`src/rtl/fifo_rd_stream_pkg.sv`:
```
// Shared definitions for the CDC FIFO read-side drain controller:
// default lane/word/counter widths and the controller state encoding.
package fifo_rd_stream_pkg;

  localparam int DEF_BW   = 20;  // bits per lane
  localparam int DEF_SIMD = 1;   // lanes per word
  localparam int DEF_CW   = 16;  // frame length / word counter width

  typedef enum logic [1:0] {
    ST_IDLE = 2'd0,
    ST_RUN  = 2'd1,
    ST_DONE = 2'd2
  } state_t;

endpackage

```
`src/rtl/fifo_rd_stream_if.sv`:
```
// FIFO-head and downstream stream signals of the read-side drain controller.
//
// Handshakes:
//  - FIFO side: fifo_rdata is the combinational FIFO head, meaningful only while
//    !fifo_empty. The FIFO advances on rd_clk when fifo_rd && !fifo_empty.
//  - Stream side: a word transfers on every rd_clk edge where o_valid && o_ready.
//    Once o_valid is high, o_data/o_last hold until that transfer; o_valid never
//    depends combinationally on o_ready. o_last is meaningful only with o_valid.
interface fifo_rd_stream_if #(
  parameter int DW = 20
);
  logic [DW-1:0] fifo_rdata;
  logic          fifo_empty;
  logic          fifo_rd;
  logic [DW-1:0] o_data;
  logic          o_valid;
  logic          o_ready;
  logic          o_last;

  // Drain controller side.
  modport master (
    input  fifo_rdata, fifo_empty, o_ready,
    output fifo_rd, o_data, o_valid, o_last
  );

  // FIFO and downstream consumer side.
  modport slave (
    output fifo_rdata, fifo_empty, o_ready,
    input  fifo_rd, o_data, o_valid, o_last
  );
endinterface

```
`src/rtl/fifo_rd_stream_skid_buf.sv`:
```
// Two-entry registered buffer between the FIFO head and the output stream.
// Entry 0 is always the head; a pop shifts entry 1 forward. The caller only
// pushes while cnt < 2 and only pops while cnt != 0.
module fifo_rd_stream_skid_buf #(
  parameter int DW = 20
) (
  input  logic          rd_clk,
  input  logic          reset,
  input  logic          push,
  input  logic          pop,
  input  logic [DW-1:0] din,
  output logic [DW-1:0] head,
  output logic [1:0]    cnt
);

  logic [DW-1:0] ent0_q;
  logic [DW-1:0] ent1_q;
  logic [1:0]    cnt_q;

  // Entry storage and occupancy; simultaneous push+pop keeps the count and order.
  always_ff @(posedge rd_clk) begin
    if (reset) begin
      ent0_q <= '0;
      ent1_q <= '0;
      cnt_q  <= 2'd0;
    end else begin
      case ({push, pop})
        2'b10: begin
          if (cnt_q == 2'd0) ent0_q <= din;
          else               ent1_q <= din;
          cnt_q <= cnt_q + 2'd1;
        end
        2'b01: begin
          ent0_q <= ent1_q;
          cnt_q  <= cnt_q - 2'd1;
        end
        2'b11: begin
          if (cnt_q == 2'd1) begin
            ent0_q <= din;
          end else begin
            ent0_q <= ent1_q;
            ent1_q <= din;
          end
        end
        default: ;
      endcase
    end
  end

  assign head = ent0_q;
  assign cnt  = cnt_q;

endmodule

```
`src/rtl/fifo_rd_stream.sv`:
```
// Read-side drain controller for the dual-clock FIFO (rd_clk domain only).
// Each accepted start pulse drains frame_len words from the FIFO head through a
// two-entry registered buffer and presents them as a valid/ready stream with
// o_last on the final word, then pulses done for one cycle.
module fifo_rd_stream
  import fifo_rd_stream_pkg::*;
#(
  parameter int bw   = DEF_BW,
  parameter int simd = DEF_SIMD,
  parameter int CW   = DEF_CW
) (
  input  logic                rd_clk,
  input  logic                reset,
  input  logic                start,
  input  logic [CW-1:0]       frame_len,
  fifo_rd_stream_if.master    bus,
  output logic                busy,
  output logic                done,
  output logic [CW-1:0]       word_cnt,
  output state_t              dbg_state
);

  localparam int DW = simd * bw;
  localparam logic [CW-1:0] CNT_ONE = {{(CW-1){1'b0}}, 1'b1};

  state_t        state_q;
  state_t        state_d;
  logic [CW-1:0] len_q;
  logic [CW-1:0] issued_q;
  logic [CW-1:0] word_cnt_q;
  logic [CW-1:0] len_m1;
  logic [1:0]    buf_cnt;
  logic [DW-1:0] buf_head;
  logic          start_ok;
  logic          pop_fifo;
  logic          beat;
  logic          o_valid_int;
  logic          o_last_int;

  // Start is only honoured from IDLE, so pulses while busy (including DONE) drop.
  assign start_ok = (state_q == ST_IDLE) && start;

  // Pop decision uses only registered state and the FIFO flag, never o_ready.
  assign pop_fifo = (state_q == ST_RUN) && !bus.fifo_empty &&
                    (issued_q != len_q) && (buf_cnt < 2'd2);

  assign o_valid_int = (buf_cnt != 2'd0);
  assign beat        = o_valid_int && bus.o_ready;
  assign len_m1      = len_q - CNT_ONE;
  assign o_last_int  = o_valid_int && (word_cnt_q == len_m1);

  assign bus.fifo_rd = pop_fifo;
  assign bus.o_valid = o_valid_int;
  assign bus.o_data  = buf_head;
  assign bus.o_last  = o_last_int;

  fifo_rd_stream_skid_buf #(
    .DW (DW)
  ) u_buf (
    .rd_clk (rd_clk),
    .reset  (reset),
    .push   (pop_fifo),
    .pop    (beat),
    .din    (bus.fifo_rdata),
    .head   (buf_head),
    .cnt    (buf_cnt)
  );

  // State register.
  always_ff @(posedge rd_clk) begin
    if (reset) state_q <= ST_IDLE;
    else       state_q <= state_d;
  end

  // Next state: zero-length frames go straight to DONE without touching the FIFO.
  always_comb begin
    state_d = state_q;
    case (state_q)
      ST_IDLE: begin
        if (start) state_d = (frame_len == '0) ? ST_DONE : ST_RUN;
      end
      ST_RUN: begin
        if (beat && o_last_int) state_d = ST_DONE;
      end
      ST_DONE: state_d = ST_IDLE;
      default: state_d = ST_IDLE;
    endcase
  end

  // Frame length latch plus issued-pop and delivered-word counters.
  always_ff @(posedge rd_clk) begin
    if (reset) begin
      len_q      <= '0;
      issued_q   <= '0;
      word_cnt_q <= '0;
    end else if (start_ok) begin
      len_q      <= frame_len;
      issued_q   <= '0;
      word_cnt_q <= '0;
    end else begin
      if (pop_fifo) issued_q   <= issued_q + CNT_ONE;
      if (beat)     word_cnt_q <= word_cnt_q + CNT_ONE;
    end
  end

  assign busy      = (state_q != ST_IDLE);
  assign done      = (state_q == ST_DONE);
  assign word_cnt  = word_cnt_q;
  assign dbg_state = state_q;

endmodule

```
`src/flat_wrapper.sv`:
```
// flat-port wrapper written by rule: the top's interface ports become plain ports
module fifo_rd_stream_flat import fifo_rd_stream_pkg::*;
#(
  parameter int bw   = DEF_BW,
  parameter int simd = DEF_SIMD,
  parameter int CW   = DEF_CW
)
  (rd_clk, reset, start, frame_len, busy, done, word_cnt, dbg_state, bus_fifo_rdata, bus_fifo_empty, bus_o_ready, bus_fifo_rd, bus_o_data, bus_o_valid, bus_o_last);
  fifo_rd_stream_if #(.DW((20))) bus_i ();
  input  logic rd_clk;
  input  logic reset;
  input  logic start;
  input  logic [CW-1:0] frame_len;
  output logic busy;
  output logic done;
  output logic [CW-1:0] word_cnt;
  output state_t dbg_state;
  input wire logic [$bits(bus_i.fifo_rdata)-1:0] bus_fifo_rdata;
  input wire logic [$bits(bus_i.fifo_empty)-1:0] bus_fifo_empty;
  input wire logic [$bits(bus_i.o_ready)-1:0] bus_o_ready;
  output wire logic [$bits(bus_i.fifo_rd)-1:0] bus_fifo_rd;
  output wire logic [$bits(bus_i.o_data)-1:0] bus_o_data;
  output wire logic [$bits(bus_i.o_valid)-1:0] bus_o_valid;
  output wire logic [$bits(bus_i.o_last)-1:0] bus_o_last;
  assign bus_i.fifo_rdata = bus_fifo_rdata;
  assign bus_i.fifo_empty = bus_fifo_empty;
  assign bus_i.o_ready = bus_o_ready;
  assign bus_fifo_rd = bus_i.fifo_rd;
  assign bus_o_data = bus_i.o_data;
  assign bus_o_valid = bus_i.o_valid;
  assign bus_o_last = bus_i.o_last;
  fifo_rd_stream #(.bw(bw), .simd(simd), .CW(CW)) u_core (.rd_clk(rd_clk), .reset(reset), .start(start), .frame_len(frame_len), .bus(bus_i), .busy(busy), .done(done), .word_cnt(word_cnt), .dbg_state(dbg_state));
endmodule
```
`config.mk`:
```
export PLATFORM = sky130hd
export DESIGN_NAME = fifo_rd_stream_flat
export DESIGN_NICKNAME = d
export VERILOG_FILES = /design/src/rtl/fifo_rd_stream_pkg.sv /design/src/rtl/fifo_rd_stream_if.sv /design/src/rtl/fifo_rd_stream_skid_buf.sv /design/src/rtl/fifo_rd_stream.sv /design/src/flat_wrapper.sv
export SDC_FILE = /design/constraint.sdc
export NUM_CORES = 1
export LEC_CHECK = 0
export ABC_AREA = 1
export CAP_MARGIN = 20
export CORE_ASPECT_RATIO = 1.5
export CORE_MARGIN = 5
export CORE_UTILIZATION = 38
export DETAILED_ROUTE_END_ITERATION = 10
export PLACE_DENSITY = 0.68
export REMOVE_ABC_BUFFERS = 1
export SYNTH_ARGS = -nofsm -noshare
export SYNTH_HDL_FRONTEND = slang
export SYNTH_SLANG_ARGS = --single-unit
export TNS_END_PERCENT = 100
```
`constraint.sdc`:
```
create_clock -name rd_clk -period 2.7 [get_ports rd_clk]
set_clock_uncertainty 0.05 [all_clocks]
set_input_delay 0.54 -clock rd_clk [delete_from_list [all_inputs] [get_ports rd_clk]]
set_output_delay 0.54 -clock rd_clk [all_outputs]
set_load 0.005 [all_outputs]
```
==> impl_metrics.yaml, run 1 <==
routing:
  vias_per_cell: 5.05
  drc: 0
  drtIter0Drc: 209
  post_drt_wl_per_cell_um: 14.1
  wl_mm: 14.2
  vias: 5103
  ant_nets: 0
  drt_first_pass_iters: 5
die:
  rows: 51
  num_io_pins: 84
  die_w_um: 104
  die_y_um: 151
  die_area_um2: 15700
  start_util_pct: 38.7
  core_area_um2: 13000
grt:
  grt_max_degree: 58
  grt_use_total_pct: 18.4
  grt_overflow_total: 0
  antenna_found_initial: 0
  grt_pass1_vias: 4909
  grt_pass1_wl_mm: 23.7
layout:
  layout_commonest_cell: "nand2_1"
  fillers: 1361
  area_delta_synth_final_pct: 31.2
  antenna_cells: 0
  drive_above_1_share_pct: 9.98
  fin_nets: 897
  final_cell_mix: "137 x nand2_1, 115 x nor2_1, 90 x dfxtp_1"
logic_synthesis:
  yosysTopAreaCellShare_pct: 36.5
  ys_types: 38
  async_flop_share_pct: 0
  synthFlopType: "dfxtp_1"
  synth_top_cell_by_area: "dfxtp_1"
  synthTopCellsByArea: "dfxtp_1 37%, nand2_1 10%, nor2_1 8.6%"
  ys_seq_area_share_pct: 36.5
  syn-cell-area_um2: 5040
  syn_inst: 745
  synth_seq_cells: 92
  synth.avg_cell_area_um2: 6.76
  synth_edf_count: 0
  yosysWarningCount: 0
setup_path:
  worstSetupEndpointType: "output pin"
  reg2reg_depth: 13
  cp-start-kind: "register"
  worstSetupStartpoint: "u_core.len_q[1]$_SDFFE_PP0P_"
  crit_fanout: 2
  crit_arrival_ns: 2.01
  required_ns: 2.11
  crit_type: "register to output pin"
  r2r_start: "u_core.len_q[4]$_SDFFE_PP0P_"
cts:
  clk_latency_ns: 0.34
  cts_buffers: 9
  clock_path_buffers: 2
  clkTransAtPathRegs_ns: 0.06
  cts_tree: "built"
  clock_sinks: 92
  cts_root_buf: "clkbuf_16"
  ctsHtreeMaxLevel: 3
sta:
  finalWorstSetupSlack_ns: 0.103
  fin_setup_tns_ns: 0
  maxSlewViolCount: 0
  rsz0062_at_grt: "yes"
  tightest_slew_ns: 0.464
  finalSetupViolCount: 0
  finalHoldViolCount: 0
  max_freq_mhz: 385
  post-route-period-util_pct: 96.2
  slew_headroom_pct: 68.8
  period_minus_slack_ns: 2.60
pwr:
  power_density_nw_per_um2: 665
  p_leak_nw: 2.78
  vdd_drop_max_mv: 0.491
flow_run:
  maxCapViolations: 0
placed_design:
  portBuffers: 83
  pre_cts_ws_ns: 0.0414
  dp_hpwl_mm: 10.6
  place.gp.congestion: 0.901
worst_hold_path:
  min_delay_path_depth: 2
  hold_class: "register to register"
  min-delay-start: "u_core.u_buf.ent1_q[12]$_SDFFE_PP0P_"
outcome:
  status: "completed"
==> worst max-delay path, stage by stage (launching register included) <==
cell,delay (ns)
dfxtp_2,0.34
inv_2,0.05
ha_4,0.25
nor2_1,0.03
nor2_1,0.10
nand4_1,0.15
nor3b_2,0.23
nand3_1,0.09
nor2_1,0.13
nand2_1,0.06
nor2_1,0.11
buf_2,0.12
==> stage by stage <==
step / util, % / instance area (um^2) / std cells / hold WS (ns) / total power, mW
after floorplan: - / 4910 / 716 / 0.382 / 2.36
after global placement: 47.9 / 6240 / 994 / 0.389 / 3.02
after detailed placement: 47.9 / 6240 / 994 / 0.396 / 3.02
after CTS: 50.5 / 6580 / 1009 / 0.405 / 4.43
after global routing: 50.8 / 6610 / 1011 / 0.427 / 4.69
final: 50.8 / 6610 / 1011 / 0.403 / 4.40
==> power breakdown <==
group	internal (mW)	total (mW)	switching, mW
sequential	1.54	1.65	0.113
combinational	0.620	1.37	0.749
clock	0.855	1.38	0.525
==> logic make-up (layout without fill, tap and decap cells) <==
logic type	after synthesis	count (layout)	synth area share [%]
buf+inv	123	230	9.48
flops	92	92	36.5
xor+xnor	38	38	6.60
fa+ha+maj	8	8	1.99
compound gates	151	151	16.1
simple gates	333	333	29.2
==> layer usage <==
layer	vias to the layer above	GRT usage, %	wire length (um)
met5	-	0	0
met3	23	5.20	979
met4	0	7.39	374
li1	2613	-	-
met2	149	31.9	7020
met1	2318	21.3	5840
==> path summary, 6_finish.rpt <==
| path | end | slack (ns) |
|---|---|---|
| setup reg to reg | u_core.u_buf.head[15]$_SDFFE_PP0P_ | 0.34 |
| setup / recovery | bus_o_last | 0.10 |
| hold / removal | u_core.u_buf.ent1_q[12]$_SDFFE_PP0P_ | 0.40 |
| hold reg to reg | u_core.u_buf.ent1_q[12]$_SDFFE_PP0P_ | 0.40 |
==> registers in the layout, indices dropped and copies added (netlist names) <==
name	flops
u_core.issued_q	16
u_core.dbg_state	2
u_core.len_q	16
u_core.word_cnt	16
u_core.u_buf.cnt	2
u_core.u_buf.ent1_q	20
u_core.u_buf.head	20
==> cell type report <==
cell class / count / area [um^2] / area share (%)
repair buffers: 121 / 1140 / 17.2
flip-flops and latches: 92 / 1840 / 27.9
well taps: 159 / 199 / 3.01
multi-input cells: 530 / 2760 / 41.7
clock inverters: 4 / 72.6 / 1.10
clock buffers: 11 / 253 / 3.82
inverters: 94 / 353 / 5.33
==> what timing repair did <==
action                                  4_1_cts  5_1_grt
buffers inserted                              0        2
resized for setup                             5       10
endpoints found under the setup margin        1        1
hold buffers                                  0        0
pin swaps                                     2        9
==> cell usage after synthesis (3+ instances only) <==
library cell  number
nand2_1          137
nor2_1           116
dfxtp_1           92
inv_1             90
o21ai_0           67
a21oi_1           59
nand3_1           26
xor2_1            22
clkbuf_1          16
nand4_1           16
xnor2_1           16
o22ai_1           11
buf_2             10
o32ai_1            9
ha_1               8
nor4_1             7
nor3_1             6
nor2_2             4
inv_2              3
nand3_2            3
nand3b_1           3
o21ai_1            3
No activity file was read; power rests on OpenSTA's default activity.
==> run 2, diff against run 1 <==
- clock period: 2.7 -> 3.2 ns (I/O delays scaled with it)
==> run 2 against run 1 <==
Via count fell by 0.69%. Critical path depth shrank 7. Core utilization fell by 1.1 points. Cell count down 1.6%. Register-to-register slack improved by 0.38 ns. Count of clock-buffer cells in the layout decreased by 1. Largest power group unchanged. Critical endpoint is now bus_fifo_rd. Largest cell class unchanged. Highest routed layer unchanged.
==> impl_metrics.yaml, run 2 (synthesis results as in run 1) <==
sta:
  holdWs_ns: 0.404
  tightest_slew_ns: 0.487
  finalSetupViolCount: 0
  maxSlewViolCount: 0
  rsz0062_at_grt: "no"
  finalHoldViolCount: 0
  period_minus_slack_ns: 2.87
  slew_headroom_pct: 67.5
  post-route-period-util_pct: 89.6
  max_freq_mhz: 349
  fin_setup_tns_ns: 0
layout:
  layout_commonest_cell: "nand2_1"
  utilization_pct: 49.7
  multi_input_area_um2: 2760
  final_cell_mix: "137 x nand2_1, 114 x nor2_1, 90 x dfxtp_1"
  antenna_cells: 0
  drive_above_1_share_pct: 8.37
  area_delta_synth_final_pct: 28.4
  fillers: 1310
  seq_area_um2: 1840
  fin_nets: 880
  final_cell_count_no_fill: 995
setup_path:
  crit_end: "bus_fifo_rd"
  reg2reg_setup_slack_ns: 0.72
  worstSetupEndpointType: "output pin"
  crit_arrival_ns: 2.18
  cpMaxStageDelayCell: "clkdlybuf4s50_1"
  timing.rr.end: "u_core.word_cnt[12]$_SDFFE_PP0P_"
  critPathTopFamily: "buffers and inverters"
  crit_fanout: 5
  path_cells: "clkdlybuf4s50_1 -> nor4_1 -> a21boi_2 -> clkdlybuf4s50_1"
  crit_type: "primary input to output pin"
  cp_slowest_stage_delay_ns: 0.56
  r2r_start: "u_core.u_buf.cnt[0]$_SDFFE_PP0P_"
  worstSetupStartpoint: "bus_fifo_empty"
  critical_path_buf_inv_count: 2
  cp-start-kind: "primary input"
  crit_cells: 4
  reg2reg_depth: 13
  required_ns: 2.51
  cpMostUsedCell: "clkdlybuf4s50_1"
die:
  die_y_um: 151
  num_io_pins: 84
  die_area_um2: 15700
  start_util_pct: 38.7
  rows: 51
  die_w_um: 104
  core_area_um2: 13000
outcome:
  status: "completed"
routing:
  vias_per_cell: 5.09
  drt_first_pass_iters: 5
  wl_mm: 14.4
  drc: 0
  drtIter0Drc: 256
  ant_nets: 0
  vias: 5068
  post_drt_wl_per_cell_um: 14.4
pwr:
  p_leak_nw: 2.71
  vdd_drop_max_mv: 0.390
  power_density_nw_per_um2: 570
cts:
  cts_buffers: 9
  cts_tree: "built"
  clock_sinks: 92
  clk_latency_ns: 0.34
  clock_path_buffers: 2
  ctsHtreeMaxLevel: 3
  cts_root_buf: "clkbuf_16"
  clkTransAtPathRegs_ns: 0.06
grt:
  grt_overflow_total: 0
  grt_pass1_vias: 4834
  grt_pass1_wl_mm: 23.2
  grt_max_degree: 58
  antenna_found_initial: 0
  grt_use_total_pct: 17.9
placed_design:
  portBuffers: 83
  place.gp.congestion: 0.917
  dpl.cell_count: 974
  dp_hpwl_mm: 10.4
worst_hold_path:
  hold_class: "register to register"
  min-delay-start: "u_core.u_buf.ent1_q[14]$_SDFFE_PP0P_"
flow_run:
  maxCapViolations: 0
run 2: cell type report:
class,count,share of cell area (%)
clock buffer,10,3.69
clock inverter,6,1.33
inverter,94,5.45
multi-input combinational,530,42.6
sequential,92,28.5
tap,159,3.08
timing repair buffer,104,15.3
run 2: repair_timing:
action / 4_1_cts / 5_1_grt
endpoints found under the setup margin: 1 / 1
pin swaps: 0 / 3
gates resized for setup: 3 / 11
setup buffers: 0 / 5
hold endpoints to repair: 0 / 0
hold buffers: 0 / 0
run 2: layer usage:
layer | share of wire [%] | global-route usage [%] | vias to the layer above
met5 | 0 | 0 | -
met4 | 3.0 | 7.65 | 0
li1 | - | - | 2579
met1 | 41 | 20.6 | 2308
met2 | 49 | 31.4 | 148
met3 | 6.8 | 4.73 | 33
run 2: how the worst min path moves through the flow:
stage | end | slack [ns] | cells after the start
after floorplan | u_core.u_buf.ent1_q[10]$_SDFFE_PP0P_ | 0.38 | 2
after global placement | u_core.u_buf.ent1_q[11]$_SDFFE_PP0P_ | 0.39 | 2
after detailed placement | u_core.u_buf.ent1_q[10]$_SDFFE_PP0P_ | 0.40 | 2
after CTS | u_core.u_buf.ent1_q[7]$_SDFFE_PP0P_ | 0.41 | 2
after global routing | u_core.u_buf.ent1_q[14]$_SDFFE_PP0P_ | 0.42 | 2
final | u_core.u_buf.ent1_q[14]$_SDFFE_PP0P_ | 0.40 | 2
run 2: worst min-delay path, delay by kind of cell (launching register included):
family | cells | cell delay (ns)
AOI/OAI and AO/OA | 1 | 0.05
DFF | 1 | 0.30
buffers and inverters | 1 | 0.06
run 2: metrics by stage:
stage               instance area (um^2)  total power [mW]  setup slack, ns
floorplan                           4910              1.99            0.512
global placement                    6060              2.50            0.290
detailed placement                  6060              2.51            0.244
CTS                                 6410              3.71           0.0215
global route                        6470              3.91            0.205
finish                              6470              3.68            0.332
run 2: power by group:
| part | internal [mW] | switching (mW) | leakage [nW] |
|---|---|---|---|
| combinational | 0.488 | 0.629 | 1.80 |
| clock | 0.706 | 0.463 | 0.159 |
| sequential | 1.30 | 0.102 | 0.752 |
| total | 2.49 | 1.19 | 2.71 |
